**config.mk**
```make
export PLATFORM = sky130hd
export DESIGN_NAME = start_point_decoder
export DESIGN_NICKNAME = d
export VERILOG_FILES = /design/src/rtl/start_point_decoder.sv
export SDC_FILE = /design/constraint.sdc
export NUM_CORES = 1
export LEC_CHECK = 0
export BUFFER_PORTS_ARGS = -buffer_cell sky130_fd_sc_hd__buf_2
export CAP_MARGIN = 20
export CORE_MARGIN = 2
export CORE_UTILIZATION = 40
export CTS_CLUSTER_DIAMETER = 80
export DETAILED_ROUTE_END_ITERATION = 10
export HOLD_SLACK_MARGIN = 0.1
export SKIP_LAST_GASP = 1
export SYNTH_ARGS = -nofsm -noshare
export SYNTH_HDL_FRONTEND = slang
export SYNTH_SLANG_ARGS = --single-unit
```
**constraint.sdc**
```tcl
create_clock -name clk -period 3.07 [get_ports clk]
set_input_delay 0.614 -clock clk [delete_from_list [all_inputs] [get_ports clk]]
set_output_delay 0.614 -clock clk [all_outputs]
set_load 0.05 [all_outputs]
```
**src/rtl/start_point_decoder.sv**
```systemverilog
// Receive-side trial sequencer and location-code decoder for the start-point generator.
// Optional malformed-code counter enabled by defining START_POINT_ERR_CNT_EN.
module start_point_decoder #(
    parameter int          N_TRIAL   = 260,
    parameter int          MAX_STEPS = 255,
    parameter logic [5:0]  GOAL_CODE = 6'b101000
) (
    input  logic        clk,
    input  logic        reset,
    input  logic        session_go,
    input  logic [5:0]  start_code,
    input  logic        code_valid,
    input  logic [5:0]  code_in,
    output logic [9:0]  iTrial,
    output logic        active,
    output logic        pos_valid,
    output logic        pos_axis,
    output logic [1:0]  pos_slot,
    output logic        code_err,
    output logic        start_err,
    output logic        trial_done,
    output logic        trial_hit,
    output logic        session_done,
    output logic [7:0]  err_count
);

    typedef enum logic [1:0] {
        IDLE = 2'd0,
        LOAD = 2'd1,
        RUN  = 2'd2,
        DONE = 2'd3
    } state_t;

    localparam logic [9:0] LAST_TRIAL = 10'(N_TRIAL - 1);
    localparam logic [7:0] STEP_LIMIT = 8'(MAX_STEPS);

    function automatic logic code_legal(input logic [5:0] code);
        logic axis_ok;
        logic slot_ok;
        axis_ok = (code[5:4] == 2'b01) || (code[5:4] == 2'b10);
        slot_ok = (code[3:0] == 4'b0001) || (code[3:0] == 4'b0010) ||
                  (code[3:0] == 4'b0100) || (code[3:0] == 4'b1000);
        return axis_ok && slot_ok;
    endfunction

    function automatic logic [1:0] slot_index(input logic [3:0] slot);
        logic [1:0] idx;
        case (slot)
            4'b0010: idx = 2'd1;
            4'b0100: idx = 2'd2;
            4'b1000: idx = 2'd3;
            default: idx = 2'd0;
        endcase
        return idx;
    endfunction

    state_t     state_r;
    state_t     state_s;
    logic [7:0] steps_r;
    logic [7:0] steps_s;
    logic [9:0] itrial_r;
    logic [9:0] itrial_s;
    logic       hit_s;
    logic       run_beat_s;
    logic       legal_s;

    assign run_beat_s = (state_r == RUN) && code_valid;
    assign legal_s    = code_legal(code_in);
    assign iTrial     = itrial_r;

    // Next-state and trial bookkeeping
    always_comb begin
        state_s  = state_r;
        steps_s  = steps_r;
        itrial_s = itrial_r;
        hit_s    = 1'b0;
        case (state_r)
            IDLE: begin
                if (session_go) begin
                    state_s  = LOAD;
                    itrial_s = 10'd0;
                end else begin
                    state_s  = IDLE;
                end
            end
            LOAD: begin
                state_s = RUN;
                steps_s = 8'd0;
            end
            RUN: begin
                if (code_valid) begin
                    steps_s = (steps_r == 8'hFF) ? steps_r : steps_r + 8'd1;
                    // Goal takes priority over a timeout on the same beat
                    if (legal_s && (code_in == GOAL_CODE)) begin
                        state_s = DONE;
                        hit_s   = 1'b1;
                    end else if (steps_s >= STEP_LIMIT) begin
                        state_s = DONE;
                    end else begin
                        state_s = RUN;
                    end
                end else begin
                    state_s = RUN;
                end
            end
            DONE: begin
                if (itrial_r == LAST_TRIAL) begin
                    state_s = IDLE;
                end else begin
                    state_s  = LOAD;
                    itrial_s = itrial_r + 10'd1;
                end
            end
            default: begin
                state_s = IDLE;
            end
        endcase
    end

    // State, counters and registered outputs
    always_ff @(posedge clk or posedge reset) begin
        if (reset) begin
            state_r      <= IDLE;
            steps_r      <= 8'd0;
            itrial_r     <= 10'd0;
            active       <= 1'b0;
            pos_valid    <= 1'b0;
            pos_axis     <= 1'b0;
            pos_slot     <= 2'd0;
            code_err     <= 1'b0;
            start_err    <= 1'b0;
            trial_done   <= 1'b0;
            trial_hit    <= 1'b0;
            session_done <= 1'b0;
        end else begin
            state_r      <= state_s;
            steps_r      <= steps_s;
            itrial_r     <= itrial_s;
            active       <= (state_s == LOAD) || (state_s == RUN);
            pos_valid    <= run_beat_s;
            pos_axis     <= run_beat_s && legal_s && code_in[5];
            pos_slot     <= (run_beat_s && legal_s) ? slot_index(code_in[3:0]) : 2'd0;
            code_err     <= run_beat_s && !legal_s;
            trial_done   <= (state_s == DONE);
            trial_hit    <= (state_s == DONE) && hit_s;
            session_done <= (state_s == DONE) && (itrial_r == LAST_TRIAL);
            if (state_r == LOAD) begin
                start_err <= !code_legal(start_code);
            end else if (state_s == LOAD) begin
                start_err <= 1'b0;
            end else begin
                start_err <= start_err;
            end
        end
    end

`ifdef START_POINT_ERR_CNT_EN
    logic [7:0] err_cnt_r;

    // Saturating malformed-code counter, cleared when a session starts
    always_ff @(posedge clk or posedge reset) begin
        if (reset) begin
            err_cnt_r <= 8'd0;
        end else if ((state_r == IDLE) && session_go) begin
            err_cnt_r <= 8'd0;
        end else if (run_beat_s && !legal_s && (err_cnt_r != 8'hFF)) begin
            err_cnt_r <= err_cnt_r + 8'd1;
        end else begin
            err_cnt_r <= err_cnt_r;
        end
    end

    assign err_count = err_cnt_r;
`else
    assign err_count = 8'd0;
`endif

endmodule

```
# Word-level counts from Yosys, hierarchy flattened
# Index checks and enable logic that the tools add are counted.
[word_totals]
reg_bits = 30
out_inout_bits = 28
[op_classes]
eq_ne = 24
addsub = 2
magnitude_cmp = 1
muxes = 19
reduce_logical = 26
[op_table]
columns = ["cell", "count"]
rows = [
  ["10-bit two-way mux", 2],
  ["10-bit case mux with 2 select lines", 1],
  ["8-bit two-way mux", 2],
  ["8-bit case mux with 2 select lines", 1],
  ["2-bit equality test, second input constant", 6],
  ["10-bit by 1-bit adder with 10-bit output, second input constant", 1],
  ["10-bit by 9-bit equality test with 1-bit output, second input constant", 1],
  ["1-bit logical AND", 9],
  ["1-bit logical OR", 9],
  ["1-bit two-way mux", 9],
  ["8-bit by 1-bit adder with 8-bit output, second input constant", 1],
  ["2-bit by 1-bit equality test with 1-bit output, second input constant", 4],
  ["4-bit by 1-bit equality test with 1-bit output, second input constant", 2],
  ["4-bit by 2-bit equality test with 1-bit output, second input constant", 2],
  ["4-bit by 3-bit equality test with 1-bit output, second input constant", 2],
  ["4-bit equality test, second input constant", 2],
  ["8-bit equality test, second input constant", 1],
  ["8-bit >= comparator, second input constant", 1],
  ["2-bit case mux with 4 select lines", 1],
  ["6-bit equality test, second input constant", 1],
  ["2-bit inequality test, second input constant", 3],
  ["2-bit case mux with 3 select lines", 1],
  ["2-bit nonzero test", 3],
  ["2-bit two-way mux", 2],
  ["4 further kinds", 5],
]

# Longest topological paths before layout
[depth]
ltp_word = 12
ltp_mapped = 10
mapped_depth_nobuf = 10

# Worst setup path after synthesis
# Ideal clock, no wire load.
[synth_timing]
path_kind = "reg2reg"
from = "register itrial_r[0], in the netlist iTrial[0]"
to = "register active"
path_slack_ns = 0.760
setup_ns = 0.136
t_arrival_ns = 2.174
required_time_ns = 2.934
path_stages_with_launch = 7
cell_sequence = "dfrtp_1 ha_1 nor4b_1 and3_1 clkbuf_1 o221a_2 fa_1"
[synth_via]
elab_chain_len = 5
elab_cells_between_ends = 6
classes_between = "3 x eq/ne; 2 x mux; 1 x reduce/logical"
[synth_lines]
columns = ["item", "line", "source"]
rows = [
  ["from (decl)", "61", "logic [9:0] itrial_r;"],
  ["from (signal assigned)", "138", "itrial_r <= itrial_s;"],
  ["10-bit by 9-bit equality test with 1-bit output *", "107", "if (itrial_r == LAST_TRIAL) begin"],
  ["1-bit two-way mux *", "107", ""],
  ["2-bit case mux with 4 select lines *", "77", "case (state_r)"],
  ["2-bit by 1-bit equality test with 1-bit output or 2-bit equality test (tied branches)", "139", "active <= (state_s == LOAD) || (state_s == RUN);"],
  ["1-bit logical OR *", "139", ""],
  ["to (signal assigned)", "139", ""],
  ["to (decl)", "15", "output logic active,"],
]
# Every way passes the cells marked *; elsewhere a longest branch is shown, timed or not.
# A chain may end at the register's enable or synchronous reset.

# Final worst setup path
[layout_timing]
from = "register state_r[0]"
to = "register start_err"
[layout_via]
elab_chain_len = 4
elab_cells_between_ends = 8
classes_between = "4 x eq/ne; 2 x mux; 2 x reduce/logical"
[layout_lines]
columns = ["item", "line", "source"]
rows = [
  ["from (decl)", "57", "state_t state_r;"],
  ["from (signal assigned)", "136", "state_r <= state_s;"],
  ["2-bit equality test (tied with other cells)", "77", ""],
  ["2-bit case mux with 4 select lines", "77", ""],
  ["2-bit by 1-bit equality test with 1-bit output", "149", "end else if (state_s == LOAD) begin"],
  ["2-bit nonzero test (no source line)", "n/a", ""],
  ["to (signal assigned)", "148", "start_err <= !code_legal(start_code);"],
  ["to (signal assigned)", "152", "start_err <= start_err;"],
  ["to (decl)", "20", "output logic start_err,"],
]
# Several ways; a longest one is shown, not always the timed one.

==> results by group <==
Detailed routing
  – Via count: 1,531
  – Initial DRC count: 68
  – Drt drc: 0
  – DR vias/cell: about 5.4
  – Post-route ant nets: 0
  – Routed WL: between 3000 and 4000 um
  – Drt wl/cell: 13.1 um
  – 1st-pass router iterations: 4

Critical path
  – Crit path launch type: flip-flop
  – Depth of the most critical reg-to-reg path: 10
  – CP Buf/Inv Count: 1
  – WS Path Type: flip-flop to flip-flop
  – Worst stage delay on the critical path: roughly 0.40 ns
  – Max stage delay cell, worst path: dfrtp_1
  – Crit-path most repeated cell: nand2_1
  – Required time worst endpoint: roughly 3.2 ns
  – CP max FO: 9
  – Critical Path Stages: 10
  – Critical-path cell list: inv_1 -> ha_1 -> nand2_1 -> o21a_1 -> nor3b_1 -> o311ai_0 -> o221a_2 -> fa_1 -> nand2_1 -> o21ai_0
  – Element type at the critical path end: flip-flop
  – Critical Path AT: ~2.5 ns
  – CP top delay family: compound AO/OA/AOI/OAI gates

Yosys
  – Post-Syn Instances: 192
  – Cell Area, Synth: approximately 0.0018 mm2
  – Async S/R FF share, synth: 100%
  – Distinct cells, synth: 47
  – Synth Register Bits: 30
  – Synth Flop Type: dfrtp_1
  – Post-synthesis sequential area ratio: 41.6%
  – Syn Area/Cell: about 9.4 um2
  – Synth warn: 0
  – Post-synth EDFFs: 0

Timing
  – Worst Skew: 0.00535 ns
  – Crit share post-route: between 70% and 80%
  – Slew Limit Fails: 0
  – RSZ-0062 raised after global routing: no
  – Hold Fails Final Rpt: 0
  – Worst slew margin: about 55%
  – Period minus WS final: 2.38 ns
  – Setup TNS: 0 ns
  – Slew of the pin with the lowest slew margin: 0.669 ns
  – Fmax: approximately 420 MHz
  – Final setup viols: 0

Final layout
  – Most frequent cells in the layout: buf_2 (35), dfrtp_1 (30), o21ai_0 (14), nand2_1 (13), a21oi_1 (13)
  – Storage element area: 751 um2
  – Layout cell share with drive strength beyond 1: ~22%
  – Area grow syn2layout: 16.0%
  – Multi-input logic area: about 960 um2
  – Final core utilization: 48.0%
  – Commonest non-fill, non-tap cell in the layout: buf_2
  – Fill cells: 438
  – Diode count: 0
  – Nets@finish: 255

Clock tree
  – Longest Clk Path Bufs: 2
  – Post-CTS Resized: 0
  – Clock slew at reported path FFs: ~0.07 ns
  – CTS Hold Buffers Added: 0
  – Clk_lat worst skew: between 0.2 and 0.3 ns
  – Post-CTS setup buffers: 0
  – Root Driver: clkbuf_8
  – Clk sinks: 30
  – H-tree level count: 2
  – TritonCTS Buffers: 5
  – CTS tree: yes

Die
  – Core area: 0.00435 mm2
  – Num rows: 24
  – Ports: between 40 and 50
  – Die H: 71.2 um
  – Chip Width: approximately 70 um
  – Initial Utilization: 41.4%
  – Total die area: 0.00506 mm2

Placement
  – DP Wirelength: around 2700 um
  – Number of port buffers: 35
  – Routability Congestion: around 0.85

Global routing
  – Busiest layer in global routing: met2
  – Vias in the first global route: about 1,500
  – Initial antenna violation count: 0
  – Met1 Track Usage GR: 21.1%
  – Grt total ovfl: 0
  – Met2 Use GR: a little over a quarter
  – Met3 Usage GRT: under 10%
  – First-pass GRT wire length: 6750 um
  – GRT Util Overall: 16.4%
  – Largest net degree at the start of global routing: 31

Power and ir drop
  – Pwr/cell area: 675 mW/mm2
  – VDD IR max: approximately 0.29 mV
  – Pleak: 1.05 nW

Run
  – Max cap viols: 0

Run status
  – Outcome: finished clean

Hold path
  – HP Class: input pin to asynchronous set/reset pin
## worst paths after layout
kind	startpoint	slack, ns	endpoint
hold reg to reg	start_err$_DFFE_PP0P_	0.49	start_err$_DFFE_PP0P_
min in group clk	start_err$_DFFE_PP0P_	0.49	start_err$_DFFE_PP0P_
setup reg to reg	state_r[0]$_DFF_PP0_	0.69	start_err$_DFFE_PP0P_
hold / removal	reset	0.39	iTrial[7]$_DFFE_PP0P_
setup / recovery	state_r[0]$_DFF_PP0_	0.69	start_err$_DFFE_PP0P_
max in group asynchronous	reset	2.40	steps_r[0]$_DFFE_PP0P_
## synth_stat cells (all sizes together) (4+ instances only)
cell type	count	area, um2
xor2	6	52.6
and3	8	50.1
dfrtp	30	751
inv	10	37.5
nor2	12	45.0
nand2	13	48.8
ha	8	100
o21ai	14	70.1
a31oi	4	25.0
nand4	6	37.5
buf	10	70.1
nand3	4	20.0
a21oi	14	73.8
or3	4	25.0
## layout make-up
type | count | area share (%)
well taps | 52 | 3.11
repair buffers | 36 | 8.73
multi-input cells | 147 | 46.1
clock buffers | 7 | 4.13
inverters | 10 | 1.79
clock inverters | 1 | 0.239
flip-flops and latches | 30 | 35.9
## kinds of logic after synthesis
group / count (synthesis) / share of synthesized area, %
compound gates: 51 / 18.4
flops: 30 / 41.6
fa+ha+maj: 9 / 6.66
other cells: 1 / 0.208
simple gates: 67 / 20.7
buf+inv: 22 / 6.38
xor+xnor: 9 / 4.37
mux: 3 / 1.73
## stage by stage
stage	hold slack (ns)	instance area [um2]	instances	total power [mW]	setup WS, ns
after floorplan	0.511	1830	199	0.973	0.760
after global placement	0.467	2000	275	1.09	0.635
after detailed placement	0.483	2000	275	1.09	0.607
after CTS	0.413	2090	283	1.43	0.664
after global routing	0.435	2090	283	1.53	0.370
final	0.393	2090	283	1.41	0.688
## flip-flops by register name (all words and copies together), names as in the netlist
signal        count
pos_valid         1
trial_hit         1
steps_r           8
active            1
session_done      1
trial_done        1
state_r           2
code_err          1
start_err         1
pos_slot          2
iTrial           10
pos_axis          1
## layer usage
metal / vias up / routed length [um]
li1: 762 / -
met3: 6 / 146
met5: - / 0
met2: 41 / 1750
met1: 722 / 1760
met4: 0 / 48
## power by group
group,leakage (nW),switching (mW),internal [mW]
Sequential,0.406,0.0715,0.462
Combinational,0.594,0.361,0.187
Clock,0.0482,0.149,0.181
## tightest hold or removal path, stage by stage
cell	delay [ns]
buf_2	0.09
inv_1	0.04
buf_4	0.34
(Power assumes the default switching activity.)
